## src/rtl/ili934x_win_streamer.sv

```systemverilog
// ILI934x window-write sequencer: CASET/PASET/RAMWR header followed by RGB565 pixels
// sent as high/low byte pairs. o_item is {is_cmd, byte}, the wr_item_t layout of the arbiter.
module ili934x_win_streamer (
   input  logic        clk,
   input  logic        rst_n,
   input  logic        start,
   input  logic [15:0] x0,
   input  logic [15:0] x1,
   input  logic [15:0] y0,
   input  logic [15:0] y1,
   output logic        busy,
   output logic        done,
   output logic        err,
   input  logic        pix_valid,
   input  logic [15:0] pix_data,
   output logic        pix_ready,
   output logic        o_valid,
   output logic [8:0]  o_item,
   input  logic        o_ready
);

   typedef enum logic [4:0] {
      S_IDLE, S_CMD_CA, S_PAR_CA0, S_PAR_CA1, S_PAR_CA2, S_PAR_CA3,
      S_CMD_PA, S_PAR_PA0, S_PAR_PA1, S_PAR_PA2, S_PAR_PA3, S_CMD_WR,
      S_PIX_FETCH, S_PIX_HI, S_PIX_LO, S_DONE
   } state_t;

   state_t      state_r;
   state_t      hdr_next_s;
   logic [8:0]  hdr_item_s;
   logic [15:0] x0_r, x1_r, y0_r, y1_r;
   logic [15:0] col_r, row_r, hold_r;
   logic [15:0] x_span_s, y_span_s;
   logic        col_last_s, row_last_s, accept_s;

   // Spans from latched corners; non-negative because start validated x1>=x0, y1>=y0
   always_comb begin
      x_span_s   = x1_r - x0_r;
      y_span_s   = y1_r - y0_r;
      col_last_s = (col_r == x_span_s);
      row_last_s = (row_r == y_span_s);
      accept_s   = o_valid && o_ready;
   end

   // Header walk: successor state and the item it presents
   always_comb begin
      hdr_next_s = state_r;
      hdr_item_s = o_item;
      case (state_r)
         S_CMD_CA:  begin hdr_next_s = S_PAR_CA0;   hdr_item_s = {1'b0, x0_r[15:8]}; end
         S_PAR_CA0: begin hdr_next_s = S_PAR_CA1;   hdr_item_s = {1'b0, x0_r[7:0]};  end
         S_PAR_CA1: begin hdr_next_s = S_PAR_CA2;   hdr_item_s = {1'b0, x1_r[15:8]}; end
         S_PAR_CA2: begin hdr_next_s = S_PAR_CA3;   hdr_item_s = {1'b0, x1_r[7:0]};  end
         S_PAR_CA3: begin hdr_next_s = S_CMD_PA;    hdr_item_s = {1'b1, 8'h2B};      end
         S_CMD_PA:  begin hdr_next_s = S_PAR_PA0;   hdr_item_s = {1'b0, y0_r[15:8]}; end
         S_PAR_PA0: begin hdr_next_s = S_PAR_PA1;   hdr_item_s = {1'b0, y0_r[7:0]};  end
         S_PAR_PA1: begin hdr_next_s = S_PAR_PA2;   hdr_item_s = {1'b0, y1_r[15:8]}; end
         S_PAR_PA2: begin hdr_next_s = S_PAR_PA3;   hdr_item_s = {1'b0, y1_r[7:0]};  end
         S_PAR_PA3: begin hdr_next_s = S_CMD_WR;    hdr_item_s = {1'b1, 8'h2C};      end
         S_CMD_WR:  begin hdr_next_s = S_PIX_FETCH; hdr_item_s = 9'h000;             end
         default:   begin hdr_next_s = state_r;     hdr_item_s = o_item;             end
      endcase
   end

   // Sequencer FSM; all outputs registered so they only move with state
   always_ff @(posedge clk or negedge rst_n) begin
      if (!rst_n) begin
         state_r   <= S_IDLE;
         x0_r      <= 16'h0000;
         x1_r      <= 16'h0000;
         y0_r      <= 16'h0000;
         y1_r      <= 16'h0000;
         col_r     <= 16'h0000;
         row_r     <= 16'h0000;
         hold_r    <= 16'h0000;
         busy      <= 1'b0;
         done      <= 1'b0;
         err       <= 1'b0;
         pix_ready <= 1'b0;
         o_valid   <= 1'b0;
         o_item    <= 9'h000;
      end else begin
         done <= 1'b0;
         err  <= 1'b0;
         case (state_r)
            S_IDLE: begin
               if (start) begin
                  if ((x1 >= x0) && (y1 >= y0)) begin
                     x0_r    <= x0;
                     x1_r    <= x1;
                     y0_r    <= y0;
                     y1_r    <= y1;
                     col_r   <= 16'h0000;
                     row_r   <= 16'h0000;
                     busy    <= 1'b1;
                     o_valid <= 1'b1;
                     o_item  <= {1'b1, 8'h2A};
                     state_r <= S_CMD_CA;
                  end else begin
                     err <= 1'b1;
                  end
               end
            end
            S_CMD_CA, S_PAR_CA0, S_PAR_CA1, S_PAR_CA2, S_PAR_CA3,
            S_CMD_PA, S_PAR_PA0, S_PAR_PA1, S_PAR_PA2, S_PAR_PA3, S_CMD_WR: begin
               if (accept_s) begin
                  state_r <= hdr_next_s;
                  o_item  <= hdr_item_s;
                  if (state_r == S_CMD_WR) begin
                     o_valid   <= 1'b0;
                     pix_ready <= 1'b1;
                  end
               end
            end
            S_PIX_FETCH: begin
               if (pix_valid) begin
                  hold_r    <= pix_data;
                  pix_ready <= 1'b0;
                  o_valid   <= 1'b1;
                  o_item    <= {1'b0, pix_data[15:8]};
                  state_r   <= S_PIX_HI;
               end
            end
            S_PIX_HI: begin
               if (accept_s) begin
                  o_item  <= {1'b0, hold_r[7:0]};
                  state_r <= S_PIX_LO;
               end
            end
            S_PIX_LO: begin
               if (accept_s) begin
                  o_valid <= 1'b0;
                  o_item  <= 9'h000;
                  if (col_last_s && row_last_s) begin
                     done    <= 1'b1;
                     state_r <= S_DONE;
                  end else if (col_last_s) begin
                     col_r     <= 16'h0000;
                     row_r     <= row_r + 16'h0001;
                     pix_ready <= 1'b1;
                     state_r   <= S_PIX_FETCH;
                  end else begin
                     col_r     <= col_r + 16'h0001;
                     pix_ready <= 1'b1;
                     state_r   <= S_PIX_FETCH;
                  end
               end
            end
            S_DONE: begin
               busy    <= 1'b0;
               state_r <= S_IDLE;
            end
            default: begin
               busy      <= 1'b0;
               o_valid   <= 1'b0;
               pix_ready <= 1'b0;
               o_item    <= 9'h000;
               state_r   <= S_IDLE;
            end
         endcase
      end
   end

endmodule
```

## config.mk

```make
export PLATFORM = sky130hd
export DESIGN_NAME = ili934x_win_streamer
export DESIGN_NICKNAME = d
export VERILOG_FILES = /design/src/rtl/ili934x_win_streamer.sv
export SDC_FILE = /design/constraint.sdc
export NUM_CORES = 1
export LEC_CHECK = 0
export CORE_MARGIN = 2
export CORE_UTILIZATION = 40
export DETAILED_ROUTE_END_ITERATION = 12
export HOLD_SLACK_MARGIN = 0.03
export PLACE_DENSITY = 0.62
export SLEW_MARGIN = 10
export SYNTH_ARGS = -nofsm -noshare
export SYNTH_HDL_FRONTEND = slang
export SYNTH_SLANG_ARGS = --single-unit
```

## constraint.sdc

```tcl
create_clock -name clk -period 3.9 [get_ports clk]
set_input_delay 0.78 -clock clk [delete_from_list [all_inputs] [get_ports clk]]
set_output_delay 0.78 -clock clk [all_outputs]
set_load 0.01 [all_outputs]
```

==> results.txt, run 1 <==
The run finished with clean final reports. The number of non-filler instances in the completed layout is 1,525. The antenna cell count is 0. The initial antenna violation count came out at 0. The number of flops mapped to enable cells by yosys is 0.

The floorplan has 55 rows. At the placement stage, the worst setup path has a slack of -0.181 ns. The placeable core area is approximately 23,000 sq um. The critical path is of the reg -> reg type. Clock latency on the worst-skew pair, taken at its later pin, is 0.43 ns. In this run the worst setup path begins at x0_r[0]$_DFFE_PN0P_. The count of input and output buffers came out at 98.

Entering global routing, the biggest net connects 62 pins. The path category of the worst min-delay check is in -> async. Derived from the worst setup path, the maximum achievable clock frequency is 267 MHz. The number of nets at the end of the flow is approximately 1,400. Clock tree synthesis selected as its root buffer the cell sky130_fd_sc_hd__clkbuf_16. The number of max-slew violations in the final report came to 0. The all-layer global routing usage is between 20% and 30%. The endpoint identified for the worst register-to-register timing path is pix_ready$_DFFE_PN0P_. The startpoint type of the worst setup path is a register.

Once layout is done, the placed cells without fillers occupy between 10,000 and 15,000 sq um. The total via count after detailed routing came out at 8,779. The CTS tree is done. The final worst clock skew is roughly 0.013 ns.

The total nets after synthesis is about 1,200. The top cell types in the final layout, fill and taps aside, are sky130_fd_sc_hd__dfrtp_1, sky130_fd_sc_hd__o21ai_0, sky130_fd_sc_hd__nand2_1, sky130_fd_sc_hd__clkdlybuf4s50_1, sky130_fd_sc_hd__inv_1. The number of placed instances, taps included, is approximately 1,500.

For the worst setup path, the data required time is between 4 and 5 ns. The growth of design area from synthesis to finish is 26.1%. The maximum fanout count along the critical path came out at 3. The count of nets left with antenna violations after detail routing is 0.

The final critical delay including setup and external delays is around 3.8 ns. The total of warnings raised by yosys came out at 0. The sum of routed wire length over all layers is a little under 30,000 um. The analysis attributes to cell leakage a power of 5.23 nW. The pre-antenna-repair detailed-routing pass consisted of 6 iterations. After synthesis, the netlist uses 77 different library cells.

The total number of H-tree levels came out at 4. The worst register-to-register path has a depth of 14. Summed over all layers, the global routing overflow is 0.

The most common flop cell mapped by yosys is sky130_fd_sc_hd__dfrtp_1. Leaving out fill and tap cells, the most frequent cell in the layout is sky130_fd_sc_hd__dfrtp_1. The worst IR drop on VDD came out at roughly 0.44 mV. The first-iteration detailed-routing DRC count came out at 720. The worst register-to-register path begins at x0_r[0]$_DFFE_PN0P_. At the end of routability-driven placement, the weighted congestion stood at 0.936. Setup violations remaining at the end of the flow were counted as 0. The final total power came out at a little over 10 mW. The final hold slack is ~0.44 ns. The max-slew headroom at the worst pin came out at roughly 43%. In this run the deepest clock path goes through 2 buffers. During I/O placement, the number of pins put on the boundary was between 90 and 100. The die extent in x is 156 um. The number of clock sinks is about 120. In the final layout, the share of cells above drive strength 1 is between 10 and 15%. The die covers between 20,000 and 25,000 sq um. In the synthesized netlist the async set-or-reset flop fraction comes to between 90% and 100%.

Buffers inserted during clock tree synthesis total 17. The power density over the cells is 878 nW/um^2. Detailed placement finished with a half-perimeter wire length of ~23,000 um.

The placement-stage cell area is around 11,000 sq um. The global-route wire length before repair came out at around 47,000 um. The initial standard-cell utilization of the core came out at 40.7%. The sequential fraction of the synthesis area came out at around 33%. The total negative slack for setup checks is 0 ns.

The via count of the first global-routing pass is 8,413. The least setup slack across all paths after layout is 0.149 ns. For this run, design rule violations remaining after detail routing come to 0. The final count of hold timing violations was 0.

The number of instances in the synthesized netlist is approximately 1,100. The actual transition at the worst max-transition pin came out at about 0.86 ns. The combined area of all synthesized cells came out at approximately 9200 sq um.

The wire length per cell came out at 19.1 um. The height of the die is roughly 160 um. Of the available clock period, the critical path in the final layout requires about 96%. The number of max-capacitance violations reported came out at 0. The mean number of vias per cell is 5.76. The post-synthesis register bit count came out at 122.

The setup slack of the most critical reg-to-reg path is roughly 0.15 ns. The critical path data arrival time came out at 4.07 ns. Following the worst setup path forward leads to its endpoint at pix_ready$_DFFE_PN0P_. The clock-pin slew on the worst setup and hold paths came out at roughly 0.060 ns. The average instance area after synthesis came out at 8.41 sq um. For this run, the share of the core covered by cells in the final layout is 51.4%. The worst setup path is captured at a register.
-- cell type report --
class	instances	area (sq um)
fillers	2168	11000
flip-flops and latches	122	3050
multi-input cells	841	5720
clock inverters	14	210
well taps	285	357
inverters	81	304
repair buffers	165	1530
clock buffers	17	425
-- worst max-delay path, cell delays in order (launching register included) --
cell and delay (ns):
sky130_fd_sc_hd__dfrtp_1 0.39, sky130_fd_sc_hd__ha_1 0.24, sky130_fd_sc_hd__fa_1 0.41, sky130_fd_sc_hd__xor2_1 0.19, sky130_fd_sc_hd__xnor2_1 0.17, sky130_fd_sc_hd__or4_4 0.56
sky130_fd_sc_hd__a2111oi_4 0.30, sky130_fd_sc_hd__nand4_1 0.16, sky130_fd_sc_hd__nor4_2 0.16, sky130_fd_sc_hd__nand4_1 0.26, sky130_fd_sc_hd__buf_4 0.26, sky130_fd_sc_hd__nor3_1 0.16
sky130_fd_sc_hd__buf_4 0.17, sky130_fd_sc_hd__nor2_1 0.05, sky130_fd_sc_hd__o21a_1 0.17
-- metal layers --
| layer | vias up | global-route usage [%] | wire length [um] |
|---|---|---|---|
| li1 | 4233 | - | - |
| met1 | 4171 | 35.4 | 13500 |
| met2 | 336 | 38.1 | 13100 |
| met3 | 39 | 4.83 | 1760 |
| met4 | 0 | 6.95 | 713 |
| met5 | - | 0 | 0 |
-- synthesized netlist by cell type, types with 4 or more instances --
cell type                     n  share of area (%)
sky130_fd_sc_hd__a211oi_1     9               0.73
sky130_fd_sc_hd__or3_1        7               0.48
sky130_fd_sc_hd__dfrtp_1    122                 33
sky130_fd_sc_hd__mux2_2      50                6.1
sky130_fd_sc_hd__o21a_1      11               0.90
sky130_fd_sc_hd__nor3_1      26                1.4
sky130_fd_sc_hd__a2111oi_0    6               0.57
sky130_fd_sc_hd__and3_1      19                1.3
sky130_fd_sc_hd__mux2i_1     13                1.4
sky130_fd_sc_hd__o211ai_1     4               0.33
sky130_fd_sc_hd__o31ai_1     10               0.82
sky130_fd_sc_hd__o22ai_1     12               0.82
sky130_fd_sc_hd__nand2_1    106                4.3
sky130_fd_sc_hd__a211o_1      4               0.38
sky130_fd_sc_hd__clkbuf_1    40                1.6
sky130_fd_sc_hd__nand4_1     18                1.2
sky130_fd_sc_hd__a21o_1      14                1.1
sky130_fd_sc_hd__nor4_1       5               0.34
sky130_fd_sc_hd__and2_1       5               0.34
sky130_fd_sc_hd__or2_2        4               0.27
sky130_fd_sc_hd__nor2b_1     14               0.95
sky130_fd_sc_hd__inv_1       81                3.3
sky130_fd_sc_hd__a22oi_1      5               0.41
sky130_fd_sc_hd__buf_2        4               0.22
sky130_fd_sc_hd__a21oi_1     78                4.2
sky130_fd_sc_hd__a22o_1       5               0.48
sky130_fd_sc_hd__xor2_1      13                1.2
sky130_fd_sc_hd__nor2_1      63                2.6
sky130_fd_sc_hd__o21ai_0    113                6.1
sky130_fd_sc_hd__ha_1        64                8.7
sky130_fd_sc_hd__buf_1        4               0.16
sky130_fd_sc_hd__xnor2_1     27                2.6
sky130_fd_sc_hd__o21ai_1     10               0.54
sky130_fd_sc_hd__a31oi_1     19                1.3
sky130_fd_sc_hd__nand2b_1    14               0.95
sky130_fd_sc_hd__nand3_1     29                1.6
-- cell families after synthesis --
family | after synthesis | share of synthesized area [%]
compound gates | 338 | 22.6
simple gates | 333 | 18.2
buf+inv | 130 | 5.40
flops | 122 | 33.2
fa+ha+maj | 66 | 9.14
mux | 63 | 7.54
xor+xnor | 41 | 3.99
-- registers in the layout, summed over array words and instances, names as in the netlist, 4 cells and up --
signal	cells
y0_r	16
o_item	9
x0_r	16
y1_r	16
state_r	4
x1_r	16
row_r	16
col_r	16
hold_r	8
-- worst min-delay path by stage --
stage,endpoint,slack (ns),cells past startpoint
6_report,x1_r[9]$_DFFE_PN0P_,0.44,1
5_1_grt,x1_r[9]$_DFFE_PN0P_,0.51,1
4_1_cts,x1_r[0]$_DFFE_PN0P_,0.48,2
3_5_place_dp,x1_r[0]$_DFFE_PN0P_,0.47,2
3_3_place_gp,y0_r[2]$_DFFE_PN0P_,0.47,2
2_1_floorplan,x0_r[11]$_DFFE_PN0P_,0.45,2
-- power breakdown --
group | internal, mW | total, mW | switching (mW)
Combinational | 2.76 | 6.43 | 3.67
Clock | 1.08 | 1.72 | 0.643
Sequential | 1.61 | 2.02 | 0.417
Total | 5.45 | 10.2 | 4.73
-- what timing repair did --
item / CTS / global route
pin swaps: 0 / 6
buffers inserted: 0 / 4
hold buffers: 0 / 0
setup endpoints to repair: 8 / 34
gates resized for setup: 2 / 16
(Power assumes the default switching activity.)
==> run 2, diff against run 1 <==
Settings changed: SLEW_MARGIN 10 to 5.
==> results of run 2 <==
Final layout, timing and power as in run 1 (identical DEF).
==> run 3, diff against run 2 <==
Settings changed: CAP_MARGIN set to 10.
==> results of run 3 <==
Final layout, timing and power as in run 1 (identical DEF).
